[config.mk]
export PLATFORM = sky130hd
export DESIGN_NAME = seq_player
export DESIGN_NICKNAME = d
export VERILOG_FILES = /design/src/rtl/simon_pkg.sv /design/src/rtl/step_timer.sv /design/src/rtl/seq_player.sv
export SDC_FILE = /design/constraint.sdc
export NUM_CORES = 1
export LEC_CHECK = 0
export CORE_MARGIN = 2
export CORE_UTILIZATION = 32
export CTS_CLUSTER_SIZE = 28
export DETAILED_ROUTE_END_ITERATION = 12
export SLEW_MARGIN = 15
export SYNTH_ARGS = -nofsm -noshare
export SYNTH_HDL_FRONTEND = slang
export SYNTH_SLANG_ARGS = --single-unit
[constraint.sdc]
create_clock -name clk -period 7.4 [get_ports clk]
set_input_delay 1.48 -clock clk [delete_from_list [all_inputs] [get_ports clk]]
set_output_delay 1.48 -clock clk [all_outputs]
set_load 0.005 [all_outputs]
[src/rtl/simon_pkg.sv]
// Shared types and default timing for the colour-sequence player.
// Holds the colour code type, the player state enum and the default sizes.
package simon_pkg;

    localparam int DEF_MAX_LEN = 16;
    localparam int DEF_ON_CYC  = 8;
    localparam int DEF_GAP_CYC = 4;

    typedef logic [1:0] color_t;

    typedef enum logic [1:0] {
        S_IDLE,
        S_ON,
        S_GAP,
        S_FIN
    } state_t;

    // One-hot LED drive for a colour code: code n lights led[n].
    function automatic logic [3:0] color_onehot(input color_t c);
        return 4'b0001 << c;
    endfunction

    // Counter width able to hold the larger of the two phase reload values.
    function automatic int timer_width(input int on_cyc, input int gap_cyc);
        int m;
        m = (on_cyc > gap_cyc) ? on_cyc : gap_cyc;
        return (m < 2) ? 1 : $clog2(m);
    endfunction

endpackage

[src/rtl/step_timer.sv]
// Down-counter shared by the ON and GAP phases: load, count while enabled,
// and flag expiry when the count reaches zero.
module step_timer #(
    parameter int W = 3
) (
    input  logic         clk,
    input  logic         reset,
    input  logic         load_i,
    input  logic [W-1:0] load_val_i,
    input  logic         en_i,
    output logic         expired_o
);

    logic [W-1:0] cnt_q, cnt_d;

    // NOTE: cnt_d is assigned a default first so no path leaves it unassigned
    // and no latch is inferred.
    always_comb begin
        cnt_d = cnt_q;
        if (load_i) begin
            cnt_d = load_val_i;
        end else if (en_i && (cnt_q != '0)) begin
            cnt_d = cnt_q - W'(1);
        end
    end

    // NOTE: state registers use non-blocking assignments so every flop
    // samples the pre-edge values regardless of block ordering.
    always_ff @(posedge clk or posedge reset) begin
        if (reset) begin
            cnt_q <= '0;
        end else begin
            cnt_q <= cnt_d;
        end
    end

    // Loading N-1 makes a phase last exactly N cycles.
    assign expired_o = (cnt_q == '0);

endmodule

[src/rtl/seq_player.sv]
// Plays a latched sequence of colour codes on a one-hot LED, each step lit
// for ON_CYC cycles then dark for GAP_CYC. Define SEQ_PAUSE_EN to add a pause input.
module seq_player
    import simon_pkg::*;
#(
    parameter int MAX_LEN = DEF_MAX_LEN,
    parameter int ON_CYC  = DEF_ON_CYC,
    parameter int GAP_CYC = DEF_GAP_CYC
) (
    input  logic                 clk,
    input  logic                 reset,
    input  logic                 start,
    input  logic [2*MAX_LEN-1:0] seq,
    input  logic [4:0]           len,
`ifdef SEQ_PAUSE_EN
    input  logic                 pause,
`endif
    output logic                 busy,
    output logic [3:0]           led,
    output logic [3:0]           step_idx,
    output logic                 done
);

    localparam int           TW       = timer_width(ON_CYC, GAP_CYC);
    localparam logic [TW-1:0] ON_LOAD  = TW'(ON_CYC - 1);
    localparam logic [TW-1:0] GAP_LOAD = TW'(GAP_CYC - 1);
    localparam logic [4:0]   MAX_LEN5 = 5'(MAX_LEN);

    state_t               state_q;
    logic [2*MAX_LEN-1:0] seq_q;
    logic [4:0]           len_q;
    logic [3:0]           step_q;
    logic [3:0]           led_q;
    logic                 busy_q;
    logic                 done_q;

    logic [4:0]    len_d;
    logic [3:0]    step_d;
    logic [3:0]    led_first_d;
    logic [3:0]    led_next_d;
    logic          last_step;
    logic          run;
    logic          tmr_load;
    logic [TW-1:0] tmr_val;
    logic          tmr_expired;

`ifdef SEQ_PAUSE_EN
    assign run = ~pause;
`else
    assign run = 1'b1;
`endif

    step_timer #(
        .W (TW)
    ) u_timer (
        .clk        (clk),
        .reset      (reset),
        .load_i     (tmr_load),
        .load_val_i (tmr_val),
        .en_i       (run),
        .expired_o  (tmr_expired)
    );

    always_comb begin
        len_d       = (len > MAX_LEN5) ? MAX_LEN5 : len;
        step_d      = step_q + 4'd1;
        last_step   = ({1'b0, step_q} == (len_q - 5'd1));
        led_first_d = color_onehot(color_t'(seq[1:0]));
        led_next_d  = color_onehot(color_t'(seq_q[{step_d, 1'b0} +: 2]));
        tmr_load    = 1'b0;
        tmr_val     = ON_LOAD;
        case (state_q)
            S_IDLE: begin
                if (start) begin
                    tmr_load = 1'b1;
                    tmr_val  = ON_LOAD;
                end
            end
            S_ON: begin
                if (run && tmr_expired) begin
                    tmr_load = 1'b1;
                    tmr_val  = GAP_LOAD;
                end
            end
            S_GAP: begin
                if (run && tmr_expired && !last_step) begin
                    tmr_load = 1'b1;
                    tmr_val  = ON_LOAD;
                end
            end
            default: begin
                tmr_load = 1'b0;
            end
        endcase
    end

    // NOTE: the latched sequence is cleared on reset like every other
    // register so a reset leaves no trace of the previous playback.
    always_ff @(posedge clk or posedge reset) begin
        if (reset) begin
            state_q <= S_IDLE;
            seq_q   <= '0;
            len_q   <= '0;
            step_q  <= '0;
            led_q   <= '0;
            busy_q  <= 1'b0;
            done_q  <= 1'b0;
        end else begin
            done_q <= 1'b0;
            case (state_q)
                S_IDLE: begin
                    if (start) begin
                        seq_q  <= seq;
                        len_q  <= len_d;
                        step_q <= '0;
                        busy_q <= 1'b1;
                        if (len_d == 5'd0) begin
                            state_q <= S_FIN;
                            done_q  <= 1'b1;
                        end else begin
                            state_q <= S_ON;
                            led_q   <= led_first_d;
                        end
                    end
                end
                S_ON: begin
                    if (run && tmr_expired) begin
                        state_q <= S_GAP;
                        led_q   <= '0;
                    end
                end
                S_GAP: begin
                    if (run && tmr_expired) begin
                        if (last_step) begin
                            state_q <= S_FIN;
                            done_q  <= 1'b1;
                        end else begin
                            state_q <= S_ON;
                            step_q  <= step_d;
                            led_q   <= led_next_d;
                        end
                    end
                end
                S_FIN: begin
                    state_q <= S_IDLE;
                    busy_q  <= 1'b0;
                end
                default: begin
                    state_q <= S_IDLE;
                end
            endcase
        end
    end

    assign busy     = busy_q;
    assign led      = led_q;
    assign step_idx = step_q;
    assign done     = done_q;

endmodule

### Word level (Yosys, flattened, before mapping)

Cells that the tools add are included.
W data, S select, Z words.

| operators by class | value |
|---|---|
| add/subtract/negate cells | 3 |
| magnitude comparators | 1 |
| equality and inequality tests | 9 |
| shifts and indexed selects | 3 |
| mux-type cells | 32 |
| reduce and logical (&&, ||, !) cells | 15 |

Operator list:

| kind | number |
|---|---|
| $mux W4 | 8 |
| $shiftx A32 B6 Y2 | 1 |
| $mux W3 | 4 |
| $pmux W4 S3 | 1 |
| $mux W2 | 5 |
| $ne A2 B2 Y1 const B | 5 |
| $mux W1 | 8 |
| $pmux W2 S4 | 1 |
| $pmux W4 S2 | 1 |
| $shl A1 B2 Y4 const A | 2 |
| $reduce_and A6 Y1 | 1 |
| $reduce_bool A2 Y1 | 3 |
| $reduce_bool A3 Y1 | 2 |
| $eq A4 B5 Y1 | 1 |
| $gt A5 B5 Y1 const B | 1 |
| $logic_not A5 Y1 | 1 |
| $mux W5 | 1 |
| $sub A5 B1 Y5 const B | 1 |
| $add A4 B1 Y4 const B | 1 |
| $eq A2 B2 Y1 const B | 2 |
| $pmux W1 S2 | 2 |
| $reduce_and A2 Y1 | 2 |
| $reduce_and A4 Y1 | 1 |
| $logic_not A3 Y1 | 1 |
| 7 further kinds | 7 |

| word-level totals | value |
|---|---|
| flip-flop bits (word level) | 52 |
| input port bits | 40 |
| output and inout port bits | 10 |
| logic and storage cells | 71 |

### Longest topological paths before layout

Gate-level depths: netlist of run 1.

| logic depth | value |
|---|---|
| depth after elaboration | 7 |
| depth in mapped cells | 9 |
| mapped depth without buffers | 8 |

### By module

Synthesis of run 1 repeated with hierarchy kept, for this count alone.

| second synthesis, totals | value |
|---|---|
| cells, all modules | 212 |
| area total of the unflattened synthesis | 2636.3 µm² |

Modules (own cells, without submodules):

| module | times used | cells each | area an instance (µm²) | seq. area each (µm²) |
|---|---|---|---|---|
| seq_player | 1 | 192 | 2442.3 | 1226.2 |
| step_timer | 1 | 20 | 193.9 | 75.1 |

### Worst setup path after synthesis of run 1

Ideal clock, no wire load.

| path | value |
|---|---|
| path type | input to register |
| from | in len[0] |
| to | reg led_q[1], in the netlist led[1] |
| library setup time | 140 ps |
| arrival | 2517 ps |
| data required time | 7260 ps |
| path slack | 4743 ps |
| cell stages on the path | 5 |
| buffers on the path | 0 |
| path through | or4b_1 -> nor3_2 -> a2111oi_4 -> nand3b_1 -> o21ai_0 |

| on the way | value |
|---|---|
| word-level cells in the longest chain between the ends | 5 |

RTL lines:

| what | line | source |
|---|---|---|
| from (decl) | seq_player.sv:14 | `input logic [4:0] len,` |
| $gt A5 B5 Y1 | seq_player.sv:65 | `len_d = (len > MAX_LEN5) ? MAX_LEN5 : len;` |
| $mux W5 * | seq_player.sv:65 |  |
| $logic_not A5 Y1 * | seq_player.sv:117 | `if (len_d == 5'd0) begin` |
| $ne A2 B2 Y1 (no line) * | -- |  |
| $reduce_and A6 Y1 (no line) * | -- |  |
| to (signal assigned) | seq_player.sv:122 | `led_q <= led_first_d;` |
| to (signal assigned) | seq_player.sv:140 | `led_q <= led_next_d;` |
| to (decl) | seq_player.sv:33 | `logic [3:0] led_q;` |

Every way passes the cells marked *; elsewhere a longest branch is shown, timed or not.
A chain may end at the register's enable or synchronous reset.

### Worst setup path in the final report of run 1

| path | value |
|---|---|
| from | reg step_q[0], in the netlist step_idx[0] |
| to | out step_idx[0] |

RTL lines:

| what | line | source |
|---|---|---|
| from (decl) | seq_player.sv:32 | `logic [3:0] step_q;` |
| from (signal assigned) | seq_player.sv:139 | `step_q <= step_d;` |
| to (decl) | seq_player.sv:20 | `output logic [3:0] step_idx,` |

No word-level cell between the ends.

==> results.py, run 1 <==
metrics = {
    "floorplan": {
        "start_util": 0.3330,
        "die-area_sq_um": 9352,
        "boundaryPins": 50,
        "die_w_um": 96.71,
        "dieHeight_um": 96.71,
        "num_rows": 33,
        "core_sq_um": 8258,
    },
    "synthesis": {
        "synth_top_area_frac": 0.4732,
        "synth.area.top_cells": "dfrtp_1 47%, mux2_1 14%, mux4_1 5.7%, ha_1 3.6%, mux4_2 2.5%",
        "ys_warn_count": 0,
        "seq_area_frac_synth": 0.4732,
        "syn-mean-instance-area_sq_um": 12.56,
        "netlist_instances": 219,
        "yosys.area.top_type": "dfrtp_1",
        "syn_nets": 267,
        "ys_ff_latch": 52,
        "syn_area_sq_um": 2750,
        "synth_cell_types": 46,
    },
    "min_path": {
        "hold_path.class": "reg -> reg",
    },
    "timing": {
        "period_needed_ns": 3.180,
        "relSlewSlack": 0.3987,
        "grt_setup_unrepaired": "false",
        "clock.fmax_ghz": 0.3144,
        "tightestPinTransition_ns": 0.9009,
        "finalCritPeriodShare": 0.4298,
        "fin_skew_ns": 0.009863,
        "finalHoldViolCount": 0,
        "fin_setup_tns_ns": 0,
        "drv_slew": 0,
        "setup_violations": 0,
    },
    "routing": {
        "drtPass1Iterations": 5,
        "post_drt_wl_per_cell_um": 14.37,
        "drtAntennaViolNets": 0,
        "dr_total_vias": 1830,
        "via_per_inst": 4.933,
        "wl_um": 5333,
        "drcViolationCount": 0,
        "drt_iter0_drc": 123,
    },
    "clock_tree": {
        "clk_latency_ns": 0.32,
        "clk_pin_slew_ns": 0.10,
        "cts_tree": "yes",
        "h-tree-depth": 2,
        "cts_root_buf": "clkbuf_8",
        "cts_max_path_buffers": 2,
        "clock-sinks": 52,
        "post_cts_buffers": 0,
        "numCtsBuffers": 5,
        "cts_resized": 0,
        "postCtsHoldBufs": 0,
    },
    "setup_path": {
        "worstPathCellList": "clkdlybuf4s50_1",
        "arrival_ns": 1.70,
        "worstSetupEndpointType": "output port",
        "worstSetupPathType": "reg -> out",
        "slowest_stage": "dfrtp_1",
        "critPathMaxFanout": 14,
        "critPathMaxStageDelay_ns": 0.77,
        "crit_family": "flip-flops",
        "worstSetupStartpointType": "register",
        "crit_required_ns": 5.92,
        "crit_buf_inv": 1,
    },
    "power_and_ir_drop": {
        "power.density_nw_per_um2": 347.7,
        "irDropWorstVdd_mv": 0.1205,
        "p_leak_nw": 1.423,
        "power_w": 0.001183,
    },
    "layout": {
        "nFillCells": 797,
        "num_antenna_cells": 0,
        "seq_area_sq_um": 1301,
        "syn2layout_area_growth_pct": 23.75,
        "utilization": 0.4121,
        "stdcell_area_sq_um": 3403,
        "multi_input_comb_area_sq_um": 1331,
        "drive_gt1_frac": 0.08271,
        "nets": 313,
        "stdcell_count": 371,
    },
    "global_route": {
        "grt_busiest_layer": "met2",
        "first_global_vias": 1869,
        "use_met3": 0.02962,
        "globalRouteOverflowTotal": 0,
        "grt.total_usage": 0.1168,
        "met1_usage": 0.1541,
        "antenna_found_initial": 0,
        "grt_first_pass_wirelength_um": 9004,
        "grt.met2_usage": 0.1928,
        "grt_start_max_net_pins": 53,
    },
    "placement": {
        "dp_hpwl_um": 3942,
        "placed_area_sq_um": 3307,
        "dp.cells": 363,
        "placement.io_buffers": 49,
        "routabilityCongestion": 0.7150,
    },
    "outcome": {
        "status": "completed",
    },
    "run": {
        "maxCapViolCount": 0,
    },
}
-- sequential cells by signal (all words and copies together) (netlist names) --
signal,cells
busy,1
done,1
led,4
len_q,5
seq_q,32
state_q,2
step_idx,4
u_timer.cnt_q,3
-- per-stage QoR --
step / hold WS [ns] / worst slack [ns]
6_report: 0.4937 / 4.220
5_1_grt: 0.5067 / 4.130
4_1_cts: 0.4985 / 4.186
3_5_place_dp: 0.4754 / 4.113
3_3_place_gp: 0.4668 / 4.156
2_1_floorplan: 0.4555 / 4.662
-- report_power, final --
part	switching, W	total [W]	internal, W	leakage [nW]
clock	0.000106	0.000175	0.0000699	0.0491
combinational	0.000234	0.000514	0.000280	0.740
sequential	0.0000813	0.000494	0.000413	0.634
-- routing by layer --
metal	wire length [um]	up-vias	part of all wire
li1	-	876	-
met1	2471	904	0.46
met2	2565	43	0.48
met3	238	7	0.045
met4	57	0	0.011
met5	0	-	0
-- layout make-up --
type,instances,area share
multi-input combinational,144,0.3912
inverter,12,0.01360
timing repair buffer,50,0.1463
clock buffer,5,0.02022
clock inverter,3,0.007721
sequential,52,0.3824
tap,105,0.03860
-- cell usage after synthesis (all sizes together) --
cell and count:
o21ai 14, a22o 1, mux2i 2, ha 8
a21boi 1, nand4b 1, inv 12, o311a 1
nor4b 1, o211a 1, nand3b 6, a31oi 2
dfrtp 52, mux2 35, xnor2 4, nor3 5
nand3 5, a21oi 7, nor2 8, or3 1
a32o 1, a21o 1, or2 1, and4b 1
o211ai 1, buf 8, xor2 4, or4b 1
nand2 11, a2111oi 1, nand2b 7, o21bai 1
or2b 1, clkbuf 3, mux4 9, nor2b 1
-- final timing paths --
check | cells past startpoint | end | slack (ns) | from
setup / recovery | 1 | step_idx[0] | 4.22 | step_idx[0]$_DFFE_PP0P_
hold / removal | 1 | seq_q[18]$_DFFE_PP0P_ | 0.49 | seq_q[18]$_DFFE_PP0P_
setup reg to reg | 6 | led[3]$_DFFE_PP0P_ | 4.39 | step_idx[0]$_DFFE_PP0P_
hold reg to reg | 1 | seq_q[18]$_DFFE_PP0P_ | 0.49 | seq_q[18]$_DFFE_PP0P_
max in group asynchronous | 2 | seq_q[4]$_DFFE_PP0P_ | 5.23 | reset
min in group asynchronous | 2 | seq_q[5]$_DFFE_PP0P_ | 1.65 | reset
-- cells in the final DEF, fill, tap and decap left out, types with 2 or more instances in the layout --
cell type and instances:
a21oi_1 7, o21ai_1 8, nand2b_1 7, inv_1 11, nand3_1 4, mux2_1 33
dfrtp_1 52, xnor2_1 4, clkbuf_8 5, mux4_2 3, mux2_2 2, nor2_1 8
a31oi_1 2, xor2_1 3, o21ai_0 5, inv_6 2, ha_1 8, nand2_1 11
nor3_1 4, nand3b_1 6, clkdlybuf4s50_1 49, mux4_1 6
-- cell families (layout without fill, tap and decap cells) --
family / after synthesis / count (layout) / synth area share
compound gates: 32 / 32 / 0.07917
xor+xnor: 8 / 8 / 0.02821
fa+ha+maj: 8 / 8 / 0.03640
buf+inv: 23 / 70 / 0.04276
flops: 52 / 52 / 0.4732
mux: 46 / 46 / 0.2370
simple gates: 50 / 50 / 0.1033
Note: power is estimated with default switching activity, not from simulation.
==> run 2, diff against run 1 <==
clock period = 2.8 ns   (was 7.4 ns; I/O delays follow)
==> run 2 against run 1 <==
Compared with the run above:
- via count grew 1.1%
- clock skew fell by 0.0051 ns
- critical path depth increased by 5
- combinational power rose to 2.7 times the previous value
- final area grew 1.0%
- total power grew to 2.7 times the previous value
- critical endpoint is now led[1]$_DFFE_PP0P_
==> results.py, run 2 (synthesized netlist as in run 1, its figures left out) <==
metrics = {
    "timing": {
        "clock.fmax_ghz": 0.3882,
        "relSlewSlack": 0.5975,
        "fin_setup_tns_ns": 0,
        "grt_setup_unrepaired": "false",
        "finalHoldViolCount": 0,
        "tightestPinTransition_ns": 0.6038,
        "finalCritPeriodShare": 0.9199,
        "period_needed_ns": 2.576,
        "fin_skew_ns": 0.004772,
        "setup_violations": 0,
        "drv_slew": 0,
    },
    "setup_path": {
        "critPathMaxStageDelay_ns": 0.59,
        "critPathMaxFanout": 7,
        "crit_required_ns": 2.98,
        "worstSetupEndpointType": "register",
        "slowest_stage": "mux4_1",
        "worstSetupPathType": "reg -> reg",
        "worstPathCellList": "ha_1, mux4_1, mux4_2, mux2i_4, nand3b_1, o21ai_0",
        "arrival_ns": 2.76,
        "worstSetupStartpointType": "register",
    },
    "power_and_ir_drop": {
        "p_switching_w": 0.001106,
        "irDropWorstVdd_mv": 0.3548,
        "combPwrFrac": 0.444,
        "pwr-share-clk": 0.141,
        "swShare": 0.3526,
        "p_seq_frac": 0.414,
        "power.density_nw_per_um2": 912.4,
        "p_int_w": 0.002031,
        "power_w": 0.003137,
        "p_leak_nw": 1.440,
    },
    "routing": {
        "post_drt_wl_per_cell_um": 14.78,
        "via_per_inst": 4.933,
        "drcViolationCount": 0,
        "drt_iter0_drc": 83,
        "drtAntennaViolNets": 0,
        "drtPass1Iterations": 4,
        "dr_total_vias": 1850,
        "wl_um": 5543,
    },
    "global_route": {
        "met1_usage": 0.1662,
        "use_met3": 0.03107,
        "grt_first_pass_wirelength_um": 9508,
        "grt.total_usage": 0.1244,
        "antenna_found_initial": 0,
        "globalRouteOverflowTotal": 0,
        "grt.met2_usage": 0.2019,
        "first_global_vias": 1926,
        "grt_start_max_net_pins": 30,
        "grt_busiest_layer": "met2",
    },
    "layout": {
        "nets": 317,
        "stdcell_count": 375,
        "mostFrequentLayoutCells": "52 x dfrtp_1, 49 x clkdlybuf4s50_1, 33 x mux2_1",
        "drive_gt1_frac": 0.09259,
        "regMostFlops": "seq_q",
        "top_regs": "seq_q: 32 flops, len_q: 5 flops",
        "syn2layout_area_growth_pct": 25.02,
        "layout_commonest_cell": "dfrtp_1",
        "num_antenna_cells": 0,
        "largest_register_ffs": 32,
    },
    "clock_tree": {
        "numCtsBuffers": 5,
        "cts_resized": 0,
        "post_cts_buffers": 0,
        "clk_latency_ns": 0.32,
        "cts_max_path_buffers": 2,
        "h-tree-depth": 2,
        "clk_pin_slew_ns": 0.10,
        "cts_root_buf": "clkbuf_8",
        "clock-sinks": 52,
        "cts_tree": "yes",
        "postCtsHoldBufs": 0,
    },
    "floorplan": {
        "die-area_sq_um": 9352,
        "num_rows": 33,
        "boundaryPins": 50,
        "start_util": 0.3330,
        "core_sq_um": 8258,
        "dieHeight_um": 96.71,
        "die_w_um": 96.71,
    },
    "placement": {
        "routabilityCongestion": 0.7373,
        "dp.cells": 367,
        "dp_hpwl_um": 4277,
        "placement.io_buffers": 49,
    },
    "outcome": {
        "status": "completed",
    },
    "run": {
        "maxCapViolCount": 0,
    },
    "min_path": {
        "hold_path.class": "reg -> reg",
    },
}
[run 2: changes by cell type in the layout (fill, tap and decap cells not counted), sizes merged]
cell and change:
buf +4, clkbuf +1, clkinv -1, clkinvlp +1, inv -1
[run 2: power by group through the flow]
| stage | logic [W] | clock network, W | registers [W] |
|---|---|---|---|
| floorplan | 0.00110 | 0 | 0.00124 |
| global placement | 0.00137 | 0 | 0.00132 |
| detailed placement | 0.00141 | 0 | 0.00132 |
| CTS | 0.00142 | 0.000452 | 0.00131 |
| global route | 0.00156 | 0.000481 | 0.00134 |
| finish | 0.00139 | 0.000444 | 0.00130 |
[run 2: area by class of cell]
cell class / instances / area (sq um)
Fill cell: 784 / 4820
Multi-Input combinational cell: 144 / 1331
Inverter: 12 / 45.04
Clock buffer: 6 / 72.57
Timing Repair Buffer: 54 / 540.5
Sequential cell: 52 / 1301
Tap cell: 105 / 131.4
Clock inverter: 2 / 16.27
[run 2: path summary, 6_finish.rpt]
kind,start,endpoint,slack (ns),cells past startpoint
min in group asynchronous,reset,seq_q[13]$_DFFE_PP0P_,0.61,2
hold / removal,seq_q[23]$_DFFE_PP0P_,seq_q[23]$_DFFE_PP0P_,0.49,1
setup / recovery,step_idx[1]$_DFFE_PP0P_,led[1]$_DFFE_PP0P_,0.22,6
max in group asynchronous,reset,seq_q[27]$_DFFE_PP0P_,1.66,3
setup reg to reg,step_idx[1]$_DFFE_PP0P_,led[1]$_DFFE_PP0P_,0.22,6
hold reg to reg,seq_q[23]$_DFFE_PP0P_,seq_q[23]$_DFFE_PP0P_,0.49,1
[run 2: stage by stage]
step,hold slack (ns),setup slack [ns],area (sq um),util
floorplan,0.4555,0.4291,2750,-
global placement,0.4678,0.3000,3349,0.4056
detailed placement,0.4748,0.2214,3349,0.4056
CTS,0.4975,0.2108,3438,0.4164
global route,0.5136,0.08895,3438,0.4164
finish,0.4939,0.2243,3438,0.4164
[run 2: per-layer routing]
| metal | part of all wire | wire length (um) | vias to the layer above |
|---|---|---|---|
| met5 | 0 | 0 | - |
| met4 | 0.012 | 69 | 0 |
| met3 | 0.047 | 258 | 10 |
| met2 | 0.48 | 2636 | 47 |
| met1 | 0.47 | 2579 | 904 |
| li1 | - | - | 889 |
[run 2: worst max-delay path: cells and delay by family, from the launching register on]
kind | cells | cell delay [ns]
multiplexers | 3 | 1.27
adder cells (fa/ha/maj) | 1 | 0.50
AO/OA/AOI/OAI | 1 | 0.09
flip-flops | 1 | 0.46
AND/OR/NAND/NOR | 1 | 0.13
